$ cat src/rtl/frame_fas_sync.sv
// Receive-side frame synchroniser: hunts for the FAS in a valid-qualified word stream,
// confirms it over consecutive frames, and then regenerates start-of-frame.
// Define FRAME_FAS_SYNC_ERR_COUNT_EN to build the saturating FAS-miss counter on o_fas_err_count.
module frame_fas_sync #(
    parameter int NB_DATA       = 256,
    parameter int NB_FRAME_SIZE = 16,
    parameter int NB_FAS        = 48,
    parameter int N_CONFIRM     = 2,
    parameter int N_LOSS        = 3,
    parameter int NB_ERR_CNT    = 16
) (
    input  logic                     i_clock,
    input  logic                     i_reset,
    input  logic [NB_DATA-1:0]       i_data,
    input  logic                     i_valid,
    input  logic [NB_FRAME_SIZE-1:0] i_frame_size,
    input  logic [NB_FAS-1:0]        i_fas,
    output logic [NB_DATA-1:0]       o_data,
    output logic                     o_valid,
    output logic                     o_sof,
    output logic                     o_lock,
    output logic [NB_ERR_CNT-1:0]    o_fas_err_count
);

    localparam logic [1:0] ST_HUNT    = 2'd0;
    localparam logic [1:0] ST_PRESYNC = 2'd1;
    localparam logic [1:0] ST_SYNC    = 2'd2;

    localparam int NB_HITS = $clog2(N_CONFIRM + 1);
    localparam int NB_MISS = $clog2(N_LOSS + 1);

    localparam logic [NB_FRAME_SIZE-1:0] WCNT_ZERO = NB_FRAME_SIZE'(1'b0);
    localparam logic [NB_FRAME_SIZE-1:0] WCNT_ONE  = NB_FRAME_SIZE'(1'b1);
    localparam logic [NB_HITS-1:0]       HITS_ZERO = NB_HITS'(1'b0);
    localparam logic [NB_HITS-1:0]       HITS_ONE  = NB_HITS'(1'b1);
    localparam logic [NB_HITS-1:0]       HITS_LAST = NB_HITS'(N_CONFIRM - 1);
    localparam logic [NB_MISS-1:0]       MISS_ZERO = NB_MISS'(1'b0);
    localparam logic [NB_MISS-1:0]       MISS_ONE  = NB_MISS'(1'b1);
    localparam logic [NB_MISS-1:0]       MISS_LAST = NB_MISS'(N_LOSS - 1);

    logic [1:0]               state_q, state_d;
    logic [NB_FRAME_SIZE-1:0] wcnt_q, wcnt_d;
    logic [NB_HITS-1:0]       hits_q, hits_d;
    logic [NB_MISS-1:0]       miss_q, miss_d;
    logic [NB_DATA-1:0]       data_q;
    logic                     valid_q;
    logic                     sof_q, sof_d;
    logic                     lock_q;

    logic                     match_s;
    logic                     slot_s;
    logic [NB_FRAME_SIZE-1:0] wcnt_next_s;
    logic                     cnt_inc_s;

    assign match_s     = (i_data[NB_DATA-1 -: NB_FAS] == i_fas);
    assign slot_s      = (wcnt_q == WCNT_ZERO);
    assign wcnt_next_s = (wcnt_q == (i_frame_size - WCNT_ONE)) ? WCNT_ZERO : (wcnt_q + WCNT_ONE);

    // Next-state logic: HUNT ignores the word counter, PRESYNC/SYNC only judge slot words.
    always_comb begin
        state_d   = state_q;
        wcnt_d    = wcnt_q;
        hits_d    = hits_q;
        miss_d    = miss_q;
        sof_d     = 1'b0;
        cnt_inc_s = 1'b0;
        if (i_valid) begin
            case (state_q)
                ST_HUNT: begin
                    if (match_s) begin
                        wcnt_d = WCNT_ONE;
                        hits_d = HITS_ONE;
                        if (N_CONFIRM == 1) begin
                            state_d = ST_SYNC;
                            sof_d   = 1'b1;
                        end else begin
                            state_d = ST_PRESYNC;
                        end
                    end else begin
                        wcnt_d = WCNT_ZERO;
                    end
                end
                ST_PRESYNC: begin
                    wcnt_d = wcnt_next_s;
                    if (slot_s) begin
                        if (match_s) begin
                            if (hits_q == HITS_LAST) begin
                                state_d = ST_SYNC;
                                hits_d  = HITS_ZERO;
                                sof_d   = 1'b1;
                            end else begin
                                hits_d = hits_q + HITS_ONE;
                            end
                        end else begin
                            // The failing word is not retried as a fresh candidate.
                            state_d = ST_HUNT;
                            hits_d  = HITS_ZERO;
                            wcnt_d  = WCNT_ZERO;
                        end
                    end else begin
                        sof_d = 1'b0;
                    end
                end
                ST_SYNC: begin
                    wcnt_d = wcnt_next_s;
                    if (slot_s) begin
                        if (match_s) begin
                            miss_d = MISS_ZERO;
                            sof_d  = 1'b1;
                        end else begin
                            cnt_inc_s = 1'b1;
                            if (miss_q == MISS_LAST) begin
                                state_d = ST_HUNT;
                                miss_d  = MISS_ZERO;
                                wcnt_d  = WCNT_ZERO;
                            end else begin
                                // Flywheel: a tolerated miss still marks the frame boundary.
                                miss_d = miss_q + MISS_ONE;
                                sof_d  = 1'b1;
                            end
                        end
                    end else begin
                        sof_d = 1'b0;
                    end
                end
                default: begin
                    state_d = ST_HUNT;
                    wcnt_d  = WCNT_ZERO;
                    hits_d  = HITS_ZERO;
                    miss_d  = MISS_ZERO;
                end
            endcase
        end else begin
            sof_d = 1'b0;
        end
    end

    // State, counters and registered outputs.
    always_ff @(posedge i_clock) begin
        if (i_reset) begin
            state_q <= ST_HUNT;
            wcnt_q  <= WCNT_ZERO;
            hits_q  <= HITS_ZERO;
            miss_q  <= MISS_ZERO;
            data_q  <= {NB_DATA{1'b0}};
            valid_q <= 1'b0;
            sof_q   <= 1'b0;
            lock_q  <= 1'b0;
        end else begin
            state_q <= state_d;
            wcnt_q  <= wcnt_d;
            hits_q  <= hits_d;
            miss_q  <= miss_d;
            data_q  <= i_data;
            valid_q <= i_valid;
            sof_q   <= sof_d;
            lock_q  <= (state_d == ST_SYNC);
        end
    end

    assign o_data  = data_q;
    assign o_valid = valid_q;
    assign o_sof   = sof_q;
    assign o_lock  = lock_q;

`ifdef FRAME_FAS_SYNC_ERR_COUNT_EN
    localparam logic [NB_ERR_CNT-1:0] ERR_MAX = {NB_ERR_CNT{1'b1}};
    localparam logic [NB_ERR_CNT-1:0] ERR_ONE = NB_ERR_CNT'(1'b1);

    logic [NB_ERR_CNT-1:0] err_cnt_q, err_cnt_d;

    // Saturating miss counter: sticks at all-ones.
    always_comb begin
        err_cnt_d = err_cnt_q;
        if (cnt_inc_s && (err_cnt_q != ERR_MAX)) begin
            err_cnt_d = err_cnt_q + ERR_ONE;
        end else begin
            err_cnt_d = err_cnt_q;
        end
    end

    // Miss counter register.
    always_ff @(posedge i_clock) begin
        if (i_reset) begin
            err_cnt_q <= {NB_ERR_CNT{1'b0}};
        end else begin
            err_cnt_q <= err_cnt_d;
        end
    end

    assign o_fas_err_count = err_cnt_q;
`else
    logic unused_cnt_inc_s;
    assign unused_cnt_inc_s = cnt_inc_s;
    assign o_fas_err_count  = {NB_ERR_CNT{1'b0}};
`endif

endmodule
$ cat config.mk
export PLATFORM = sky130hd
export DESIGN_NAME = frame_fas_sync
export DESIGN_NICKNAME = d
export VERILOG_FILES = /design/src/rtl/frame_fas_sync.sv
export SDC_FILE = /design/constraint.sdc
export NUM_CORES = 1
export LEC_CHECK = 0
export ABC_AREA = 0
export ABC_CLOCK_PERIOD_IN_PS = 4950
export BUFFER_PORTS_ARGS = -buffer_cell sky130_fd_sc_hd__buf_4
export CAP_MARGIN = 20
export CORE_AREA = 5 5 230 232
export CTS_CLUSTER_SIZE = 12
export DETAILED_ROUTE_END_ITERATION = 12
export DIE_AREA = 0 0 235 237
export HOLD_SLACK_MARGIN = 0.05
export PLACE_DENSITY = 0.53
export REMOVE_ABC_BUFFERS = 1
export SYNTH_ARGS = -nofsm -noshare
export SYNTH_HDL_FRONTEND = slang
export SYNTH_SLANG_ARGS = --single-unit
$ cat constraint.sdc
create_clock -name i_clock -period 4.95 [get_ports i_clock]
set_input_delay 0.99 -clock i_clock [delete_from_list [all_inputs] [get_ports i_clock]]
set_output_delay 0.99 -clock i_clock [all_outputs]
set_load 0.02 [all_outputs]
==> results of run 1 <==
-- per-layer routing --
| metal | part of all wire [%] | GRT usage, % | vias up |
|---|---|---|---|
| li1 | - | - | 4106 |
| met1 | 39 | 15.3 | 3913 |
| met2 | 48 | 22.7 | 412 |
| met3 | 9.3 | 5.35 | 78 |
| met4 | 3.8 | 5.41 | 0 |
| met5 | 0 | 0 | - |
-- cell type report --
type	count	area share (%)
Antenna cell	3	0.0475
Clock buffer	52	6.46
Clock inverter	8	0.546
Inverter	10	0.238
Multi-Input combinational cell	572	23.7
Sequential cell	281	35.6
Tap cell	680	5.39
Timing Repair Buffer	586	28.0
-- per-stage QoR --
stage / std cells / total power, mW / hold slack (ps) / setup slack, ps / util [%]
3_5_place_dp: 2129 / 3.24 / 462 / 1120 / 28.9
6_report: 2192 / 5.65 / 480 / 1610 / 31.1
5_1_grt: 2191 / 5.91 / 516 / 1460 / 31.1
4_1_cts: 2189 / 5.77 / 480 / 1680 / 31.1
2_1_floorplan: 863 / 2.74 / 443 / 941 / -
3_3_place_gp: 2129 / 3.24 / 459 / 1170 / 28.9
-- power by group through the flow --
| stage | clock (mW) | combinational (mW) | sequential [mW] |
|---|---|---|---|
| global placement | 0 | 0.781 | 2.46 |
| floorplan | 0 | 0.146 | 2.60 |
| detailed placement | 0 | 0.784 | 2.46 |
| finish | 2.46 | 0.774 | 2.41 |
| global route | 2.66 | 0.826 | 2.42 |
| CTS | 2.57 | 0.786 | 2.41 |
-- logic make-up after synthesis --
family	count (synthesis)	synth area share (%)
compound gates	60	4.90
simple gates	415	25.5
fa+ha+maj	7	0.903
flops	281	58.0
xor+xnor	71	6.41
buf+inv	78	3.92
mux	3	0.310
other cells	1	0.0387
-- worst register-to-register path, cell delays in order (launching register included) --
cell and delay (ps):
dfxtp_1 400, xnor2_1 430, o311ai_0 250, nand3_1 140, o21ai_1 70, or4_4 700
o211ai_2 260, o211ai_1 130
-- path summary, 6_finish.rpt --
path / endpoint / slack [ps] / from / cells past startpoint
setup / recovery: wcnt_q[14] / 1610 / i_frame_size[0] / 11
setup reg to reg: wcnt_q[14] / 2440 / wcnt_q[7] / 7
hold / removal: hits_q[1] / 480 / hits_q[1] / 1
hold reg to reg: hits_q[1] / 480 / hits_q[1] / 1
-- flip-flops by register name, indices dropped and copies added (netlist names) --
| signal | flops |
|---|---|
| o_data | 256 |
| hits_q | 2 |
| o_lock | 1 |
| miss_q | 2 |
| state_q | 2 |
| o_valid | 1 |
| wcnt_q | 16 |
| o_sof | 1 |
-- cells in the final DEF, fill, tap and decap left out, types with 2 or more instances in the layout --
master     Yosys  final
xnor2_1       64     64
nand3_1       19     19
a21oi_1        5      5
nand2b_1       7      7
nor2_1        24     24
ha_1           7      7
nor4_1        12     11
a22oi_1        3      3
buf_4         16    584
inv_1         10     10
clkbuf_1      47     10
diode_2        0      3
and2_1         9      9
o211ai_1       3      3
nand2_1       31     31
o21ai_0        2      2
o21ai_1        3      3
nand4_1       16     16
a31oi_1        4      4
conb_1         1     16
o22ai_1        2      2
nor4_2         2      3
clkbuf_16      0     36
clkinv_2       0      3
a211oi_1       3      3
nor2b_1      263    263
mux2i_1        3      3
xor2_1         7      7
nor3b_1        2      2
o2111ai_1     23     23
dfxtp_1      281    281
clkbuf_8       0      7
or4_1          3      3
or4_4          2      2
nor4b_1        3      3
nor3_1         8      8
or2_2          3      3
and3_1         6      6
==> metrics.md, run 1 <==
| Metric | Value |
|---|---|
| Most area-consuming cells after synthesis | `dfxtp_1 58%, nor2b_1 17%, xnor2_1 5.8%` |
| WS Path Type | `input pin to register` |
| Total track usage | `13.5%` |
| Top_reg_cell synth | `dfxtp_1` |
| Count leader, synth | `dfxtp_1` |
| Async set-reset flop share out of synthesis | `0%` |
| NetSw | `about 1.4 mW` |
| Slew @ Worst Pin | `approximately 1100 ps` |
| Setup crit end kind | `register` |
| Final Hold Viols | `0` |
| Tightest Hold Check Type | `register to register` |
| Unrepaired setup endpoints after global routing | `no` |
| Initial Util | `19.1%` |
| CP arrival | `~3800 ps` |
| Pin count of the biggest net entering global routing | `~150` |
| Row count | `between 80 and 90` |
| Setup TNS | `0 ps` |
| Post-DRT Antenna Nets | `0` |
| Combinational share of power | `about 14%` |
| FF+latch count, synth | `~280` |
| Pre-antenna DRT Iters | `4` |
| Die X | `235 um` |
| First-pass GRT wire length | `57,500 um` |
| Clock sink count | `between 200 and 300` |
| Cell area after layout | `~16,000 sq um` |
| Area occupied by multi-input gates | `~3800 sq um` |
| Die ar. | `55,700 sq um` |
| YS warnings | `0` |
| CTS tree | `built` |
| Synthesized area | `roughly 9700 sq um` |
| Area leader, netlist | `dfxtp_1` |
| Clk root buf | `clkbuf_16` |
| P_leak | `around 7 nW` |
| Skew final | `around 11 ps` |
| Max Fanout on Critical Path | `26` |
| Hold Buf Count CTS | `0` |
| Clk Latency, worst-skew pair | `between 500 and 600 ps` |
| Outcome | `finished clean` |
| Pins Over Slew Limit | `0` |
| Total Wirelength | `roughly 40,000 um` |
| Fillers | `roughly 5,300` |
| Maximum clock insertion buffer count | `3` |
| Slowest CP cell | `or3b_2` |
| Via/cell ratio | `around 3.9` |
| Part of the Yosys area used for sequential elements | `between 50% and 60%` |
| Post_cts resized | `0` |
| Post-CTS Setup Bufs | `0` |
| Post-synth top cells | `281 x dfxtp_1, 263 x nor2b_1, 64 x xnor2_1, 47 x clkbuf_1, 31 x nand2_1` |
| Cell count after synthesis | `roughly 900` |
| Layout area overhead | `63.0%` |
| Cell Pwr Density | `around 360 nW/um^2` |
| Family with the most delay on the worst path | `simple AND/OR/NAND/NOR gates` |
| WL per Instance | `around 18 um` |
| Internal Power | `about 4.2 mW` |
| Crit-path cells | `buf_4, inv_1, ha_1, or3b_2, or4_1, xnor2_1, and3_1, o32ai_2, buf_4, o211ai_2, o211ai_1` |
| Register Area | `around 5600 sq um` |
| Syn Area/Cell | `roughly 11 sq um` |
| CTS Buf Count | `35` |
| PortBufs | `around 580` |
| Fin crit period | `roughly 3300 ps` |
| CTS H-tree depth | `2` |
| Die H | `237 um` |
| I/O pins | `between 500 and 600` |
| Post-DP Area | `14,700 sq um` |
| Initial DRC count | `215` |
| Via count | `~8,500` |
| Core Footprint | `roughly 51,000 sq um` |
| Initial antenna violation count | `3` |
| Net Sw Frac | `between 20% and 30%` |
| Max-slew headroom | `28.6%` |
| CP dominant cell by count | `buf_4` |
| Fin nets | `1,816` |
| DP HPWL | `31,800 um` |
| Share of layout cells above drive strength 1 | `43.1%` |
| Clock power share | `about 44%` |
| Largest stage delay on the critical path | `~560 ps` |
| Seq pwr share | `42.7%` |
| Top cell type's share of synthesized area | `roughly 58%` |
| MaxCap Viol Count | `0` |
| Vias in the first global route | `between 8,000 and 9,000` |
| Final setup viols | `0` |
| Critical Path Start Type | `input pin` |
| Number of synthesized flops with an enable pin | `0` |
| Gpl congestion | `between 0.8 and 0.9` |
| Total global routing overflow | `0` |
| Period utilization | `between 60 and 70%` |
| Buf/Inv on CP | `3` |
| F_max | `300 MHz` |
| Number of library cell types mapped by synthesis | `55` |
| CP required | `5390 ps` |
| VDD IR max | `0.218 mV` |
| Drc violations | `0` |
| Reg clk slew, reported paths | `roughly 60 ps` |
Note: power is estimated with default switching activity, not from simulation.
==> run 2: changes to the inputs <==
ABC_AREA = 1   (was 0)
ABC_CLOCK_PERIOD_IN_PS = 3170   (was 4950)
PLACE_DENSITY = 0.56   (was 0.53)
clock period = 3.17 ns   (was 4.95 ns; I/O delays follow)
==> metrics.md, run 2 <==
| Metric | Value |
|---|---|
| Clock sink count | `281 (unchanged)` |
| Via count | `10,400 (+22%)` |
| Cell Pwr Density | `520 nW/um^2 (+45%)` |
| Largest stage delay on the critical path | `400 ps (-160 ps)` |
| WS Path Type | `input pin to register` |
| Count leader, synth | `inv_1` |
| Met3 Wirelength | `2620 um (-29%)` |
| WL per Instance | `14.9 um (-18%)` |
| WL met2 | `20,900 um (+9.4%)` |
| Pin count of the biggest net entering global routing | `91 (-37%)` |
| Max Fanout on Critical Path | `13 (-50%)` |
| Register Area | `5630 sq um (unchanged)` |
| Unrepaired setup endpoints after global routing | `no` |
| Leading cell type in the layout, fill and taps excluded | `buf_4` |
| Part of the Yosys area used for sequential elements | `51.3% (-6.7 points)` |
| Async set-reset flop share out of synthesis | `0% (unchanged)` |
| Most area-consuming cells after synthesis | `dfxtp_1 51%, inv_1 12%, nor2_1 12%` |
| Crit-path cells | `buf_4, xnor2_1, buf_4, nand2_1, nor2_1, nand2_1, nor2_2, nand3_4, nand2_4, nand2_4, nand3_4, buf_4, nand3_2, a21oi_2` |
| First-pass GRT wire length | `60,800 um (+5.8%)` |
| Clk root buf | `clkbuf_16` |
| Initial DRC count | `369 (+72%)` |
| Critical Path Start Type | `input pin` |
| Core Footprint | `50,800 sq um (unchanged)` |
| CTS Buf Count | `35 (unchanged)` |
| Initial Util | `21.6% (+2.5 points)` |
| Clk Latency, worst-skew pair | `510 ps (about the same)` |
| PortBufs | `581 (unchanged)` |
| Maximum clock insertion buffer count | `3 (unchanged)` |
| Row count | `83 (unchanged)` |
| Post-CTS Setup Bufs | `0 (unchanged)` |
| Vias in the first global route | `10,300 (+17%)` |
| Top cell type's share of synthesized area | `51.3% (-6.7 points)` |
| Setup ws final | `926 ps (-687 ps)` |
| I/O pins | `598 (unchanged)` |
| Number of synthesized flops with an enable pin | `0 (unchanged)` |
| Tightest Hold Check Type | `input pin to register` |
| CTS tree | `built` |
| Post_cts resized | `0 (unchanged)` |
| MaxCap Viol Count | `0 (unchanged)` |
| Die ar. | `55,700 sq um (unchanged)` |
| Place WS | `362 ps (-757 ps)` |
| Fin crit period | `2240 ps` |
| Period utilization | `70.8%` |
| Hold Buf Count CTS | `0 (unchanged)` |
| Gpl congestion | `0.873 (-2.3%)` |
| Pre-antenna DRT Iters | `5 (+1)` |
| Slew @ Worst Pin | `609 ps (-458 ps)` |
| DP HPWL | `33,700 um (+6.0%)` |
| Area leader, netlist | `dfxtp_1` |
| CTS H-tree depth | `2 (unchanged)` |
| CP arrival | `2680 ps (-1100 ps)` |
| CP dominant cell by count | `buf_4` |
| Total track usage | `13.9% (+0.44 points)` |
| Syn Area/Cell | `7.44 sq um (-30%)` |
| Most frequent cells in the layout | `584 x buf_4, 351 x inv_1, 341 x nor2_1` |
| Area occupied by multi-input gates | `3750 sq um (about the same)` |
| Die X | `235 um (unchanged)` |
| Pwr Total | `8.91 mW (+58%)` |
| Post-synth top cells | `351 x inv_1, 341 x nor2_1, 281 x dfxtp_1, 250 x nand2_1, 33 x clkbuf_1` |
| Top_reg_cell synth | `dfxtp_1` |
| Final setup viols | `0 (unchanged)` |
| # diodes | `0 (-3)` |
| Initial antenna violation count | `0 (-3)` |
| Share of layout cells above drive strength 1 | `34.0% (-9.1 points)` |
| Layout area overhead | `56.4%` |
| Setup TNS | `0 ps (unchanged)` |
| F_max | `approximately 450 MHz` |
| Drc violations | `0 (unchanged)` |
| Total Wirelength | `41,100 um (+3.2%)` |
| Post-DRT Antenna Nets | `0 (unchanged)` |
| Total global routing overflow | `0 (unchanged)` |
| CP required | `3610 ps (-1780 ps)` |
| Via/cell ratio | `3.77 (-2.9%)` |
| Final Hold Viols | `0 (unchanged)` |
| Max reg flops | `256 (unchanged)` |
| Fin nets | `2,388 (+31%)` |
| VDD IR max | `0.266 mV (+22%)` |
| Skew final | `4.74 ps (-5.79 ps)` |
| P_leak | `9.34 nW (+34%)` |
| Pins Over Slew Limit | `0 (unchanged)` |
| Cell count after synthesis | `1,473 (+61%)` |
| DR top layer | `met4` |
| Slowest CP cell | `xnor2_1` |
| Die H | `237 um (unchanged)` |
| Setup crit end kind | `register` |
| Synthesized area | `11,000 sq um (+13%)` |
| M1 WL | `16,400 um (+5.6%)` |
| Number of library cell types mapped by synthesis | `41 (-25%)` |
| YS warnings | `0 (unchanged)` |
| Outcome | `finished clean` |
| Fillers | `5,336 (+0.81%)` |
| FF+latch count, synth | `281 (unchanged)` |
| Max-slew headroom | `59.4% (+31 points)` |
| Reg clk slew, reported paths | `60 ps (about the same)` |
run 2: cell count changes in the layout (fill, tap and decap cells not counted), sizes merged, moves of 23 or more:
cell / previous run / this run
nand2: 31 / 258
o2111ai: 23 / 0
nor2b: 263 / 0
inv: 11 / 361
nor2: 24 / 360
xnor2: 64 / 22
run 2: per-stage QoR:
step / utilization (%) / cells / area (sq um) / hold slack (ps)
final: 33.7 / 2760 / 17100 / 307
after CTS: 33.7 / 2760 / 17100 / 260
after floorplan: - / 1433 / 10700 / 423
after global routing: 33.7 / 2760 / 17100 / 278
after global placement: 31.6 / 2701 / 16000 / 436
after detailed placement: 31.6 / 2701 / 16000 / 437
run 2: cell families (layout without fill, tap and decap cells):
logic type / Yosys count / count (layout) / synth area share, %
simple gates: 695 / 695 / 27.5
flops: 281 / 281 / 51.3
xor+xnor: 40 / 40 / 3.27
fa+ha+maj: 7 / 7 / 0.799
other cells: 1 / 16 / 0.0342
buf+inv: 413 / 1005 / 15.0
compound gates: 36 / 36 / 2.12
run 2: cell type report:
cell class | count | area share (%)
multi-input combinational | 794 | 21.9
inverter | 358 | 7.84
tap | 680 | 4.97
timing repair buffer | 588 | 26.0
clock inverter | 11 | 0.650
clock buffer | 48 | 5.81
sequential | 281 | 32.8
run 2: final timing paths:
check / start / end / slack (ps) / cells past startpoint
worst max-delay path: i_fas[38] / wcnt_q[3] / 930 / 14
worst min-delay path: i_data[153] / o_data[153] / 310 / 3
worst max register to register: wcnt_q[0] / wcnt_q[7] / 1030 / 12
worst min register to register: hits_q[1] / hits_q[1] / 450 / 2
run 2: where the power goes:
group | internal, mW | switching, mW | total, mW
Clock | 2.29 | 1.55 | 3.84
Sequential | 3.71 | 0.0488 | 3.76
Combinational | 0.604 | 0.707 | 1.31
Total | 6.60 | 2.31 | 8.91
run 2: metal layers:
layer | track usage [%] | vias up
met3 | 3.72 | 68
met2 | 25.1 | 347
li1 | - | 5337
met4 | 4.53 | 0
met1 | 16.1 | 4655
met5 | 0 | -
run 2: critical path: cells and delay by family:
kind	cells	cell delay, ps
XOR/XNOR	1	400
buffers and inverters	3	490
AO/OA/AOI/OAI	1	130
AND/OR/NAND/NOR	9	1010
